==> src/rtl/tx_arb_pkg.sv <==
// Shared types and helpers for the TX packet arbiter.
//   tx_arb_state_t : arbiter FSM state (IDLE waits for an admissible packet,
//                    STREAM copies the granted packet into the TX FIFO)
//   MAX_REQ        : largest requester count the arbiter supports
//   onehot()       : index -> one-hot vector, MAX_REQ bits wide
package tx_arb_pkg;

  typedef enum logic {IDLE, STREAM} tx_arb_state_t;

  localparam int unsigned MAX_REQ = 8;

  // Callers keep the low NUM_REQ bits of the result.
  function automatic logic [MAX_REQ-1:0] onehot(input logic [2:0] idx);
    logic [MAX_REQ-1:0] vec;
    vec      = '0;
    vec[idx] = 1'b1;
    return vec;
  endfunction

endpackage

==> src/rtl/tx_arb_rr_pick.sv <==
// Combinational round-robin first-set finder.
// Scans the eligible mask starting at rr_ptr and wrapping. It returns the
// first set position it finds.
//   eligible : in  NUM_REQ  requesters that may be granted this cycle
//   rr_ptr   : in  IW       scan start position
//   index    : out IW       first eligible position at or after rr_ptr
//   found    : out 1        at least one eligible requester exists
module tx_arb_rr_pick #(
  parameter int unsigned NUM_REQ = 2,
  parameter int unsigned IW      = 1
) (
  input  logic [NUM_REQ-1:0] eligible,
  input  logic [IW-1:0]      rr_ptr,
  output logic [IW-1:0]      index,
  output logic               found
);

  int unsigned pos;

  always_comb begin
    index = '0;
    found = 1'b0;
    pos   = 0;
    for (int unsigned k = 0; k < NUM_REQ; k++) begin
      pos = 32'(rr_ptr) + k;
      if (pos >= NUM_REQ) begin
        pos = pos - NUM_REQ;
      end
      if (!found && eligible[pos]) begin
        found = 1'b1;
        index = IW'(pos);
      end
    end
  end

endmodule

==> src/rtl/tx_pkt_arbiter.sv <==
// TX packet arbiter. It shares the single UART TX byte FIFO between NUM_REQ
// packet sources and is the FIFO's only writer. A packet is admitted only
// when the FIFO's free count covers its whole length. An admitted packet
// is streamed contiguously, so packets never interleave in the FIFO.
//
// Ports
//   clk, rst      : clock, synchronous active-high reset
//   req           : in  source i has a packet pending, held until done/err
//   req_len       : in  packet length of source i, slice [i*(ADDR_BITS+1) +: ADDR_BITS+1]
//   src_valid     : in  byte valid from source i
//   src_data      : in  byte of source i, slice [i*8 +: 8]
//   src_ready     : out byte accepted from the granted source (at most one bit)
//   grant         : out one-hot owner of the FIFO
//   done          : out pulse with the last byte of the granted packet
//   err           : out pulse when a requesting source has length 0 or > DEPTH
//   busy          : out arbiter is streaming a packet
//   fifo_wr_en    : out FIFO write strobe
//   fifo_wr_data  : out FIFO write byte
//   fifo_full     : in  FIFO full
//   fifo_free     : in  FIFO free entries, already reflecting last cycle's write
module tx_pkt_arbiter
  import tx_arb_pkg::*;
#(
  parameter int unsigned NUM_REQ   = 2,
  parameter int unsigned DEPTH     = 256,
  parameter int unsigned ADDR_BITS = $clog2(DEPTH)
) (
  input  logic                           clk,
  input  logic                           rst,
  input  logic [NUM_REQ-1:0]             req,
  input  logic [NUM_REQ*(ADDR_BITS+1)-1:0] req_len,
  input  logic [NUM_REQ-1:0]             src_valid,
  input  logic [NUM_REQ*8-1:0]           src_data,
  output logic [NUM_REQ-1:0]             src_ready,
  output logic [NUM_REQ-1:0]             grant,
  output logic [NUM_REQ-1:0]             done,
  output logic [NUM_REQ-1:0]             err,
  output logic                           busy,
  output logic                           fifo_wr_en,
  output logic [7:0]                     fifo_wr_data,
  input  logic                           fifo_full,
  input  logic [ADDR_BITS:0]             fifo_free
);

  localparam int unsigned LW = ADDR_BITS + 1;
  localparam int unsigned IW = (NUM_REQ > 1) ? $clog2(NUM_REQ) : 1;

  // Per-source views of the packed length and data buses.
  logic [LW-1:0] len_arr  [NUM_REQ];
  logic [7:0]    data_arr [NUM_REQ];

  for (genvar i = 0; i < NUM_REQ; i++) begin : g_unpack
    assign len_arr[i]  = req_len[i*LW +: LW];
    assign data_arr[i] = src_data[i*8 +: 8];
  end

  // A length is legal when it is non-zero and fits in an empty FIFO.
  logic [NUM_REQ-1:0] legal;
  logic [NUM_REQ-1:0] eligible;

  always_comb begin
    legal = '0;
    for (int unsigned i = 0; i < NUM_REQ; i++) begin
      legal[i] = (len_arr[i] != '0) && (len_arr[i] <= LW'(DEPTH));
    end
  end

  assign eligible = req & legal;

  tx_arb_state_t      state_q, state_d;
  logic [NUM_REQ-1:0] grant_q, grant_d;
  logic [IW-1:0]      gidx_q, gidx_d;
  logic [LW-1:0]      cnt_q, cnt_d;
  logic [IW-1:0]      rr_ptr_q, rr_ptr_d;

  logic [IW-1:0]      pick_idx;
  logic               pick_found;
  logic [MAX_REQ-1:0] pick_oh;
  logic               xfer;

  tx_arb_rr_pick #(
    .NUM_REQ (NUM_REQ),
    .IW      (IW)
  ) u_rr_pick (
    .eligible (eligible),
    .rr_ptr   (rr_ptr_q),
    .index    (pick_idx),
    .found    (pick_found)
  );

  always_comb begin
    state_d      = state_q;
    grant_d      = grant_q;
    gidx_d       = gidx_q;
    cnt_d        = cnt_q;
    rr_ptr_d     = rr_ptr_q;
    src_ready    = '0;
    done         = '0;
    err          = '0;
    fifo_wr_en   = 1'b0;
    fifo_wr_data = '0;
    xfer         = 1'b0;
    pick_oh      = '0;

    case (state_q)
      IDLE: begin
        err = req & ~legal;
        // Head-of-line: a candidate too long for the current free space
        // blocks everyone else, so long packets cannot be starved.
        if (pick_found && (len_arr[pick_idx] <= fifo_free)) begin
          pick_oh = onehot(3'(pick_idx));
          state_d = STREAM;
          grant_d = pick_oh[NUM_REQ-1:0];
          gidx_d  = pick_idx;
          cnt_d   = len_arr[pick_idx];
        end
      end

      STREAM: begin
        // Full should not happen after the admission check, but if it does
        // the byte is held at the source rather than dropped.
        src_ready = grant_q & {NUM_REQ{~fifo_full}};
        xfer      = src_valid[gidx_q] & ~fifo_full;
        if (xfer) begin
          fifo_wr_en   = 1'b1;
          fifo_wr_data = data_arr[gidx_q];
          cnt_d        = cnt_q - LW'(1);
          if (cnt_q == LW'(1)) begin
            done     = grant_q;
            state_d  = IDLE;
            grant_d  = '0;
            rr_ptr_d = (gidx_q == IW'(NUM_REQ - 1)) ? '0 : gidx_q + 1'b1;
          end
        end
      end

      default: begin
        state_d = IDLE;
        grant_d = '0;
      end
    endcase
  end

  always_ff @(posedge clk) begin
    if (rst) begin
      state_q  <= IDLE;
      grant_q  <= '0;
      gidx_q   <= '0;
      cnt_q    <= '0;
      rr_ptr_q <= '0;
    end else begin
      state_q  <= state_d;
      grant_q  <= grant_d;
      gidx_q   <= gidx_d;
      cnt_q    <= cnt_d;
      rr_ptr_q <= rr_ptr_d;
    end
  end

  assign grant = grant_q;
  assign busy  = (state_q == STREAM);

endmodule
==> config.mk <==
export PLATFORM = sky130hd
export DESIGN_NAME = tx_pkt_arbiter
export DESIGN_NICKNAME = d
export VERILOG_FILES = /design/src/rtl/tx_arb_pkg.sv /design/src/rtl/tx_arb_rr_pick.sv /design/src/rtl/tx_pkt_arbiter.sv
export SDC_FILE = /design/constraint.sdc
export NUM_CORES = 1
export LEC_CHECK = 0
export CELL_PAD_IN_SITES_DETAIL_PLACEMENT = 2
export CELL_PAD_IN_SITES_GLOBAL_PLACEMENT = 2
export CORE_UTILIZATION = 21
export DETAILED_ROUTE_END_ITERATION = 10
export GPL_TIMING_DRIVEN = 0
export MAX_ROUTING_LAYER = met4
export PLACE_DENSITY = 0.8
export RECOVER_POWER = 25
export SLEW_MARGIN = 10
export SYNTH_ARGS = -nofsm -noshare
export SYNTH_HDL_FRONTEND = slang
export SYNTH_HIERARCHICAL = 1
export SYNTH_SLANG_ARGS = --single-unit
==> constraint.sdc <==
create_clock -name clk -period 3.8 [get_ports clk]
set_input_delay 0.57 -clock clk [delete_from_list [all_inputs] [get_ports clk]]
set_output_delay 0.57 -clock clk [all_outputs]
set_load 0.1 [all_outputs]
Yosys cells after proc, flatten, opt, wreduce, memory -nomap -nowiden:

Index checks and enable logic that the tools add are counted.

* latch bits: 0
* register bits after elaboration: 14
* memory bits (read-only): 0
* memories: 0
* logic and storage cells: 88
* bits in writable memories: 0
* output and inout bits: 18
* input bits: 50

* bitwise logic cells: 9
* div/mod/pow operators: 0
* multipliers: 0
* reductions and logical operators: 12
* $add $sub $neg: 5
* order comparisons: 12
* muxes and demuxes: 41
* shifts and indexed selects: 0
* eq/ne operators: 4

Operators by type and width (number)
* less-than comparator 32 x 2 -> 1 bit, second input constant: 2
* 2-to-1 mux 32 bit: 2
* 2-to-1 mux 9 bit: 5
* 2-to-1 mux 8 bit: 5
* >= comparator 32 x 2 -> 1 bit, second input constant: 1
* subtractor 32 x 2 -> 32 bit, second input constant: 1
* less-or-equal comparator 9 bit, second input constant: 2
* one-hot mux 9 bit (2 select lines): 1
* nonzero test 9 bit: 2
* 2-to-1 mux 1 bit: 17
* 2-to-1 mux 2 bit: 8
* equality test 9 x 1 -> 1 bit, second input constant: 1
* less-or-equal comparator 9 bit: 1
* subtractor 9 x 1 -> 9 bit, second input constant: 1
* bitwise AND 2 bit: 3
* AND reduction 3 bit: 2
* logical AND 1 bit: 5
* >= comparator 2 bit, second input constant: 2
* less-than comparator 1 x 4 -> 1 bit, second input constant: 1
* inequality test 2 x 1 -> 1 bit, second input constant: 2
* NOT 1 -> 2 bit: 2
* one-hot mux 2 bit (2 select lines): 1
* AND reduction 2 bit: 2
* subtractor 1 x 2 -> 3 bit, second input constant: 1
* other kinds (12): 13

Depth between registers and ports, before layout:

Gate-level depths: netlist of the first run.

* word-level depth: 17
* depth in mapped cells: 14
* gate-level depth less buffers: 12

Hierarchy:

The synthesis of the first run kept the hierarchy.

By module, submodules not included
* tx_pkt_arbiter: instances 1, area an instance 1496.4 sq um, seq. area each 280.3 sq um, cells each 182
* tx_arb_rr_pick: instances 1, area an instance 17.5 sq um, seq. area each 0.0 sq um, cells each 3

Least setup slack after synthesis of the first run:

OpenSTA, ideal clock, no wires.

* kind: input-to-output
* start point: in req_len[0]
* end point: out err[0]
* data required time: 3.230 ns
* stages on the path: 4
* path slack: -0.029 ns
* path buffers: 0
* arrival time: 3.259 ns
* path through: nor4_1 -> nand2_1 -> xor2_1 -> nor3b_1

* word-level cells in the longest chain between the ends: 5
* elaborated cells between the ends (all ways): 6
* classes of those cells: 1 x order compare; 1 x mux; 2 x bitwise; 2 x reduce/logical

RTL lines
* start: declaration: RTL line tx_pkt_arbiter.sv:31 `input logic [NUM_REQ*(ADDR_BITS+1)-1:0] req_len,`
* less-or-equal comparator 9 bit / nonzero test 9 bit (equally long branches): RTL line tx_pkt_arbiter.sv:64 `legal[i] = (len_arr[i] != '0) && (len_arr[i] <= LW'(DEPTH));`
* logical AND 1 bit (*): RTL line tx_pkt_arbiter.sv:64
* NOT 2 bit (*): RTL line tx_pkt_arbiter.sv:107 `err = req & ~legal;`
* bitwise AND 2 bit (*): RTL line tx_pkt_arbiter.sv:107
* 2-to-1 mux 2 bit (*): RTL line tx_pkt_arbiter.sv:105 `case (state_q)`
* end: declaration: RTL line tx_pkt_arbiter.sv:37 `output logic [NUM_REQ-1:0] err,`

Mark *: on every way between the ends. The rest lies on a longest branch, timed or not.

Final worst setup path of the first run:

* start point: in req_len[10]
* end point: reg cnt_q[0]

* word-level cells in the longest chain between the ends: 17
* elaborated cells between the ends (all ways): 24
* classes of those cells: 2 x order compare; 1 x eq/ne; 13 x mux; 2 x bitwise; 6 x reduce/logical

RTL lines
* less-or-equal comparator 9 bit / nonzero test 9 bit (equally long branches): RTL line tx_pkt_arbiter.sv:64
* logical AND 1 bit (*): RTL line tx_pkt_arbiter.sv:64
* bitwise AND 2 bit (*): RTL line tx_pkt_arbiter.sv:68 `assign eligible = req & legal;`
* named net eligible[1]: RTL line tx_pkt_arbiter.sv:59 `logic [NUM_REQ-1:0] eligible;`
* 2-to-1 mux 1 bit (implied by the code) (2 in a row): RTL line tx_arb_rr_pick.sv:29 `if (!found && eligible[pos]) begin`
* 2-to-1 mux 1 bit: RTL line tx_arb_rr_pick.sv:29
* zero test 1 bit: RTL line tx_arb_rr_pick.sv:29
* logical AND 1 bit: RTL line tx_arb_rr_pick.sv:29
* 2-to-1 mux 1 bit (*): RTL line tx_arb_rr_pick.sv:29
* named net pick_idx: RTL line tx_pkt_arbiter.sv:76 `logic [IW-1:0] pick_idx;`
* NOT 1 -> 2 bit (implied by the code) (*): RTL line tx_pkt_arbiter.sv:110, tx_pkt_arbiter.sv:115
* 2-to-1 mux 9 bit (implied by the code) (*) (3 in a row): RTL line tx_pkt_arbiter.sv:110, tx_pkt_arbiter.sv:115
* less-or-equal comparator 9 bit: RTL line tx_pkt_arbiter.sv:110 `if (pick_found && (len_arr[pick_idx] <= fifo_free)) begin`
* logical AND 1 bit: RTL line tx_pkt_arbiter.sv:110
* inequality test 2 bit (no line)
* AND reduction 2 bit (no line)
* end signal: assignment: RTL line tx_pkt_arbiter.sv:155 `cnt_q <= cnt_d;`
* end: declaration: RTL line tx_pkt_arbiter.sv:73 `logic [LW-1:0] cnt_q, cnt_d;`

The timed path passes the listed nets; every way through them passes the cells marked *. The select of a mux whose other input is x is not followed.
A chain may end at the register's enable or synchronous reset.

==> key figures, run 1 <==
Global route
  • Vias in the first global route: just over 2000
  • Largest net degree at the start of global routing: 11
  • First-pass GRT wire length: 10.8 mm
  • All-Layer GR Usage: 19.4%
  • Initial antenna violation count: 0
  • GRT Residual Overflow: 0

Routing
  • Final wirelength: 7.38 mm
  • Via count: between 1500 and 2000
  • Vias/cell: 5.03
  • # DRC: 0
  • ANT nets after route: 0
  • Wirelength per Cell: around 20 µm
  • DR iter-0 viols: 113
  • Pre-antenna DRT Iters: 5

Yosys
  • Post-synth ARST share: 0%
  • Dominant synthesized flop cell: dfxtp_1
  • Syn_nets: ~250
  • Most common cell in the netlist: nand2_1
  • Sequential share of the synthesized area: 18.5%
  • Distinct cells, synth: 52
  • Yosys top cell area share: a little under a fifth
  • Syn avg cell area: between 8 and 9 µm²
  • Post-synth EDFFs: 0
  • Cell taking the most area after synthesis: dfxtp_1
  • Area contributors post-synth: dfxtp_1, ha_1, mux2i_1
  • Synthesized area: 1510 µm²
  • Synth Register Bits: 14
  • Top cells by count, synth: nand2_1, inv_1, dfxtp_1
  • Cells after Synth: around 190
  • Warnings, synthesis: 6

Finish
  • P&R area growth vs syn: 81.7%
  • Final Net Count: 333
  • Final Cell Area: 2750 µm²
  • Antenna fix cells: 0
  • Layout fillers: 765
  • FF/Latch Area: 280 µm²
  • Multi-input logic area: 1440 µm²
  • Non-Filler Instances: 367
  • Share of post-route cells with drive strength above 1: around 34%

Status
  • Run status: finished, final reports clean

Setup path
  • Critical Path Fanout Max: 6
  • Worst EP arrival: 3.95 ns
  • Startpoint Class: input pin
  • CP Data Required Time: 3.97 ns
  • CP Capture Type: flop
  • Critical path type: input pin to flop

Timing
  • Slew Limit Fails: 0
  • Relative slew slack: 33.3%
  • Worst slew pin tran: 0.997 ns
  • Worst setup margin: just under 0.02 ns
  • Fmax: 265 MHz
  • Period minus WS final: 3.78 ns
  • Hold violation total from the final report: 0
  • Period utilization: 99.5%
  • Final setup TNS: 0 ns
  • WHS: 0.506 ns
  • Setup violators final: 0
  • Setup clock skew after layout: 0.00998 ns

Power and ir drop
  • Clock power share: 18.7%
  • Switch Pwr: 0.000362 W
  • Logic gate share of total power: between 50 and 60%
  • Cell internal pwr: 0.000461 W
  • Switching portion of total power: 43.9%
  • LEAKAGE: 1.04 nW
  • Power density cells: between 200 and 300 nW/µm²
  • Maximum vdd ir drop: roughly 0.14 mV
  • Sequential Power Share: 23.3%

Clock network
  • Clk root buf: clkbuf_8
  • H-tree levels: 1
  • Clk buf depth: 2
  • CTS sink count: 14
  • Hold buffer count at cts: 0
  • Num CTS Buffers: 3
  • Worst-skew pair later-pin latency: 0.26 ns
  • CTS tree: yes
  • Clock transition at path regs: 0.07 ns

Min path
  • Hold WC Path Type: flop to flop

Place
  • Port Buffer Count: between 60 and 70
  • Pre-CTS setup slack: -1.12 ns
  • Post-placement cell area: roughly 2300 µm²
  • Final RePlAce weighted congestion: a little over 0.8
  • DPL Wire Length: just under 5 mm
  • Placed Cells: 348

Floorplan
  • # IOs: 68
  • Die Y: roughly 87 µm
  • Initial Util: 22.0%
  • Die area: 7550 µm²
  • Site Rows: 30
  • Die X-Extent: 86.9 µm
  • Core region area: just under 7000 µm²

Flow run
  • Max_cap viols: 0
[cell families (layout without fill, tap and decap cells)]
family / Yosys count / count (layout) / share of synthesized area (%)
XOR/XNOR: 3 / 3 / 1.74
adder cells (fa/ha/maj): 11 / 11 / 9.09
multiplexers: 19 / 19 / 13.2
AO/OA/AOI/OAI: 43 / 43 / 23.5
buffers and inverters: 25 / 111 / 6.94
flip-flops: 14 / 14 / 18.5
AND/OR/NAND/NOR: 70 / 70 / 27.0
[power groups by stage]
stage	Sequential, W	Clock, W	Combinational, W
final	0.000192	0.000154	0.000477
after global routing	0.000195	0.000163	0.000502
after CTS	0.000190	0.000159	0.000438
after detailed placement	0.000193	0	0.000385
after global placement	0.000191	0	0.000376
after floorplan	0.000211	0	0.000233
[what timing repair did]
item                       in CTS  in global routing
pin swaps                      17                 20
gates resized for setup        56                 41
hold endpoints to repair        0                  0
buffers inserted               11                  4
setup endpoints to repair      14                 13
[metal layers]
metal	up-vias	GRT usage (%)	wire length (µm)
li1	865	-	-
met1	934	21.7	2930
met2	42	37.0	4210
met3	5	2.65	211
met4	0	2.73	25
met5	-	-	0
[cell usage in the layout (no fill, tap or decap), types with 6 or more instances in the layout]
cell type	synthesis	final
buf_4	0	12
clkbuf_2	0	9
clkdlybuf4s50_1	0	42
dfxtp_1	14	14
dlygate4sd2_1	0	6
dlygate4sd3_1	0	7
ha_4	0	8
inv_1	15	15
mux2_4	0	6
mux2i_1	11	11
nand2_1	16	15
nand4_1	6	6
nor2_1	12	12
[final cells by class]
class | count | area share [%]
Buffer | 9 | 2.05
Clock buffer | 4 | 2.00
Inverter | 16 | 2.18
Multi-Input combinational cell | 146 | 52.3
Sequential cell | 14 | 10.2
Tap cell | 96 | 4.37
Timing Repair Buffer | 82 | 26.9
[critical path: stages]
cell	delay, ns
dlygate4sd2_1	0.25
nor4_2	0.23
nand2_1	0.13
xor2_2	0.19
and2_4	0.16
a21boi_4	0.18
buf_6	0.15
buf_4	0.11
mux2_4	0.31
ha_4	0.22
and4_4	0.18
nor3b_4	0.16
or4_4	0.52
a32o_2	0.30
a221oi_2	0.28
[stage by stage]
stage	total power [W]	util (%)
2_1_floorplan	0.000444	-
3_3_place_gp	0.000567	33.7
3_5_place_dp	0.000577	33.7
4_1_cts	0.000787	38.7
5_1_grt	0.000860	40.0
6_report	0.000823	40.0
[path summary, 6_finish.rpt]
check / startpoint / endpoint / slack [ns] / cells after the start
max: req_len[10] / cnt_q[0] / 0.02 / 15
min: grant[1] / grant[1] / 0.51 / 2
max reg2reg: rr_ptr_q / cnt_q[0] / 0.90 / 11
min reg2reg: grant[1] / grant[1] / 0.51 / 2
[registers in the layout, summed over array words and instances (netlist names)]
register  count
busy          1
grant         2
gidx_q        1
cnt_q         9
rr_ptr_q      1
(Power assumes the default switching activity.)
==> inputs of run 2 (changes only) <==
--- a/config.mk
+++ b/config.mk
@@ -5,6 +5,7 @@
 export SDC_FILE = /design/constraint.sdc
 export NUM_CORES = 1
 export LEC_CHECK = 0
+export CAP_MARGIN = 10
 export CELL_PAD_IN_SITES_DETAIL_PLACEMENT = 2
 export CELL_PAD_IN_SITES_GLOBAL_PLACEMENT = 2
 export CORE_UTILIZATION = 21
==> results of run 2 <==
Final layout, timing and power as in run 1 (identical DEF).
==> inputs of run 3 (changes only) <==
--- a/config.mk
+++ b/config.mk
@@ -9,6 +9,7 @@
 export CELL_PAD_IN_SITES_DETAIL_PLACEMENT = 2
 export CELL_PAD_IN_SITES_GLOBAL_PLACEMENT = 2
 export CORE_UTILIZATION = 21
+export CTS_BUF_LIST = sky130_fd_sc_hd__clkbuf_8
 export DETAILED_ROUTE_END_ITERATION = 10
 export GPL_TIMING_DRIVEN = 0
 export MAX_ROUTING_LAYER = met4
@@ -19,3 +20,4 @@
 export SYNTH_HDL_FRONTEND = slang
 export SYNTH_HIERARCHICAL = 1
 export SYNTH_SLANG_ARGS = --single-unit
+export TNS_END_PERCENT = 10
==> constraint.sdc (replaced) <==
create_clock -name clk -period 3.8 [get_ports clk]
set_input_delay 0.57 -clock clk [delete_from_list [all_inputs] [get_ports clk]]
set_output_delay 0.57 -clock clk [all_outputs]
set_load 0.05 [all_outputs]
==> key figures, run 3 (synthesis results as in run 1) <==
Setup path
  • Critical Path Fanout Max: 6 (unchanged)
  • Delay-heaviest family, CP: simple AND/OR/NAND/NOR gates
  • CP bufs+invs: 4 (+1)
  • Startpoint Class: input pin
  • Worst EP arrival: 3.83 ns (-0.12 ns)
  • Slowest cell delay on critical path: 0.52 ns (about the same)
  • CP cell instances: clkbuf_2 -> nor4_2 -> nand2_1 -> xor2_2 -> and2_4 -> a21boi_4 -> buf_6 -> mux2_4 -> ha_4 -> and4_4 -> nor3b_4 -> or4_4 -> buf_8 -> buf_4 -> nand4_1 -> o311ai_2
  • CP Data Required Time: 3.92 ns (-0.05 ns)
  • CP Capture Type: flop
  • Slowest CP cell: or4_4
  • Critical path type: input pin to flop

Finish
  • Layout fillers: 776 (+1.4%)
  • Biggest register: cnt_q
  • Non-Filler Instances: 368 (+0.27%)
  • P&R area growth vs syn: 80.0%
  • Most common cell after layout, fill and taps aside: clkdlybuf4s50_1
  • Final Net Count: 334 (+0.30%)
  • Largest register FFs: 9 (unchanged)
  • Most frequent cells in the layout: clkdlybuf4s50_1, nand2_1, inv_1
  • Fin util: 39.7% (-0.36 points)
  • Antenna fix cells: 0 (unchanged)
  • Share of post-route cells with drive strength above 1: 31.6% (-2.0 points)

Floorplan
  • # IOs: 68 (unchanged)
  • Core region area: 6870 µm² (unchanged)
  • Die area: 7550 µm² (unchanged)
  • Die Y: 86.9 µm (unchanged)
  • Die X-Extent: 86.9 µm (unchanged)
  • Site Rows: 30 (unchanged)
  • Initial Util: 22.0% (unchanged)

Timing
  • Fmax: 270 MHz (+2.0%)
  • Worst setup margin: 0.0933 ns (+0.0740 ns)
  • Worst slew pin tran: 0.721 ns (-0.276 ns)
  • Setup violators final: 0 (unchanged)
  • Setup clock skew after layout: 0.0106 ns (+0.000663 ns)
  • Hold violation total from the final report: 0 (unchanged)
  • RSZ-0062 raised after global routing: false
  • Final setup TNS: 0 ns (unchanged)
  • WHS: 0.527 ns (+0.0205 ns)
  • Relative slew slack: 51.5% (+18 points)
  • Slew Limit Fails: 0 (unchanged)
  • Period minus WS final: 3.71 ns (-0.0740 ns)
  • Period utilization: 97.5% (-1.9 points)

Clock network
  • Clk buf depth: 2 (unchanged)
  • H-tree levels: 1 (unchanged)
  • CTS tree: yes
  • Clk root buf: clkbuf_8
  • CTS sink count: 14 (unchanged)
  • Clock transition at path regs: 0.07 ns (about the same)
  • Num CTS Buffers: 3 (unchanged)
  • Worst-skew pair later-pin latency: 0.26 ns (about the same)

Flow run
  • Max_cap viols: 0 (unchanged)

Power and ir drop
  • Power density cells: 290 nW/µm² (-3.1%)
  • Clock power share: 19.7% (+1.0 points)
  • Switch Pwr: 0.000328 W (-9.4%)
  • Cell internal pwr: 0.000463 W (+0.32%)
  • Switching portion of total power: 41.4% (-2.5 points)
  • LEAKAGE: 1.01 nW (-2.6%)
  • Maximum vdd ir drop: 0.117 mV (-16%)
  • Logic gate share of total power: 56.3% (-1.7 points)
  • Sequential Power Share: 24.0% (+0.7 points)

Global route
  • Vias in the first global route: 2102 (+1.3%)
  • First-pass GRT wire length: 11.3 mm (+4.2%)
  • Initial antenna violation count: 0 (unchanged)
  • All-Layer GR Usage: 20.3% (+0.98 points)
  • GRT Residual Overflow: 0 (unchanged)
  • Largest net degree at the start of global routing: 11 (unchanged)

Place
  • Port Buffer Count: 67 (unchanged)
  • Placed Cells: 348 (unchanged)
  • Final RePlAce weighted congestion: 0.808 (about the same)
  • Pre-CTS setup slack: -1.07 ns (+0.0515 ns)
  • DPL Wire Length: 4.79 mm (-0.81%)

Routing
  • Vias/cell: 4.94 (-1.7%)
  • Via count: 1819 (-1.5%)
  • # DRC: 0 (unchanged)
  • Met1 wire length: 2.93 mm (about the same)
  • Final wirelength: 7.30 mm (-1.1%)
  • DR iter-0 viols: 95 (-16%)
  • Highest routed layer: met4
  • Met3 wire length: 196 µm (-7.1%)
  • WL met2: 4.04 mm (-4.1%)
  • Pre-antenna DRT Iters: 4 (-1)
  • Wirelength per Cell: 19.8 µm (-1.3%)
  • ANT nets after route: 0 (unchanged)

Status
  • Run status: finished, final reports clean

Min path
  • Hold WC Path Type: flop to flop
==> run 3: changes by cell type in the layout (fill, tap and decap cells not counted), moves of 2 or more <==
cell	previous run	this run
a32o_1	0	2
a32o_2	3	1
clkbuf_2	9	11
nor3b_2	2	0
nor3b_1	0	2
buf_4	12	14
clkdlybuf4s50_1	42	44
dlygate4sd2_1	6	1
clkdlybuf4s15_1	1	4
==> run 3: what timing repair did <==
action / CTS / global route
endpoints found under the setup margin: 13 / 12
hold buffers: 0 / 0
buffers inserted: 11 / 4
cloned: 1 / 0
pin swaps: 24 / 17
gates resized for setup: 55 / 38
==> run 3: through the flow <==
step                total power [W]  instance area (µm²)
floorplan                  0.000412                 1510
global placement           0.000535                 2300
detailed placement         0.000546                 2300
CTS                        0.000760                 2670
global route               0.000834                 2730
finish                     0.000790                 2730
==> run 3: power by group through the flow <==
stage	logic, W	registers (W)	clock network [W]
after floorplan	0.000213	0.000198	0
after global placement	0.000343	0.000191	0
after detailed placement	0.000353	0.000193	0
after CTS	0.000414	0.000190	0.000156
after global routing	0.000475	0.000194	0.000165
final	0.000445	0.000190	0.000156
==> run 3: worst paths after layout <==
| kind | from | to | depth (start not counted) | slack [ns] |
|---|---|---|---|---|
| worst max-delay path | req_len[1] | cnt_q[8] | 16 | 0.09 |
| worst min-delay path | grant[0] | grant[0] | 2 | 0.53 |
| worst max register to register | rr_ptr_q | cnt_q[8] | 12 | 0.95 |
| worst min register to register | grant[0] | grant[0] | 2 | 0.53 |
==> run 3: area by class of cell <==
class / count / area, µm² / share of cell area (%)
buffer: 9 / 56.3 / 2.07
clock buffer: 4 / 55.1 / 2.02
inverter: 16 / 60.1 / 2.20
multi-input combinational: 146 / 1410 / 51.8
sequential: 14 / 280 / 10.3
tap: 96 / 120 / 4.41
timing repair buffer: 83 / 742 / 27.2
==> run 3: tightest hold or removal path: stages (launching register included) <==
cell and delay, ns:
dfxtp_1 0.33, nand4_1 0.08, a21oi_1 0.07
==> run 3: metal layers <==
metal | vias up | global-route usage, %
met5 | - | -
met4 | 0 | 5.15
met3 | 10 | 2.75
met2 | 41 | 37.5
met1 | 899 | 23.0
li1 | 869 | -
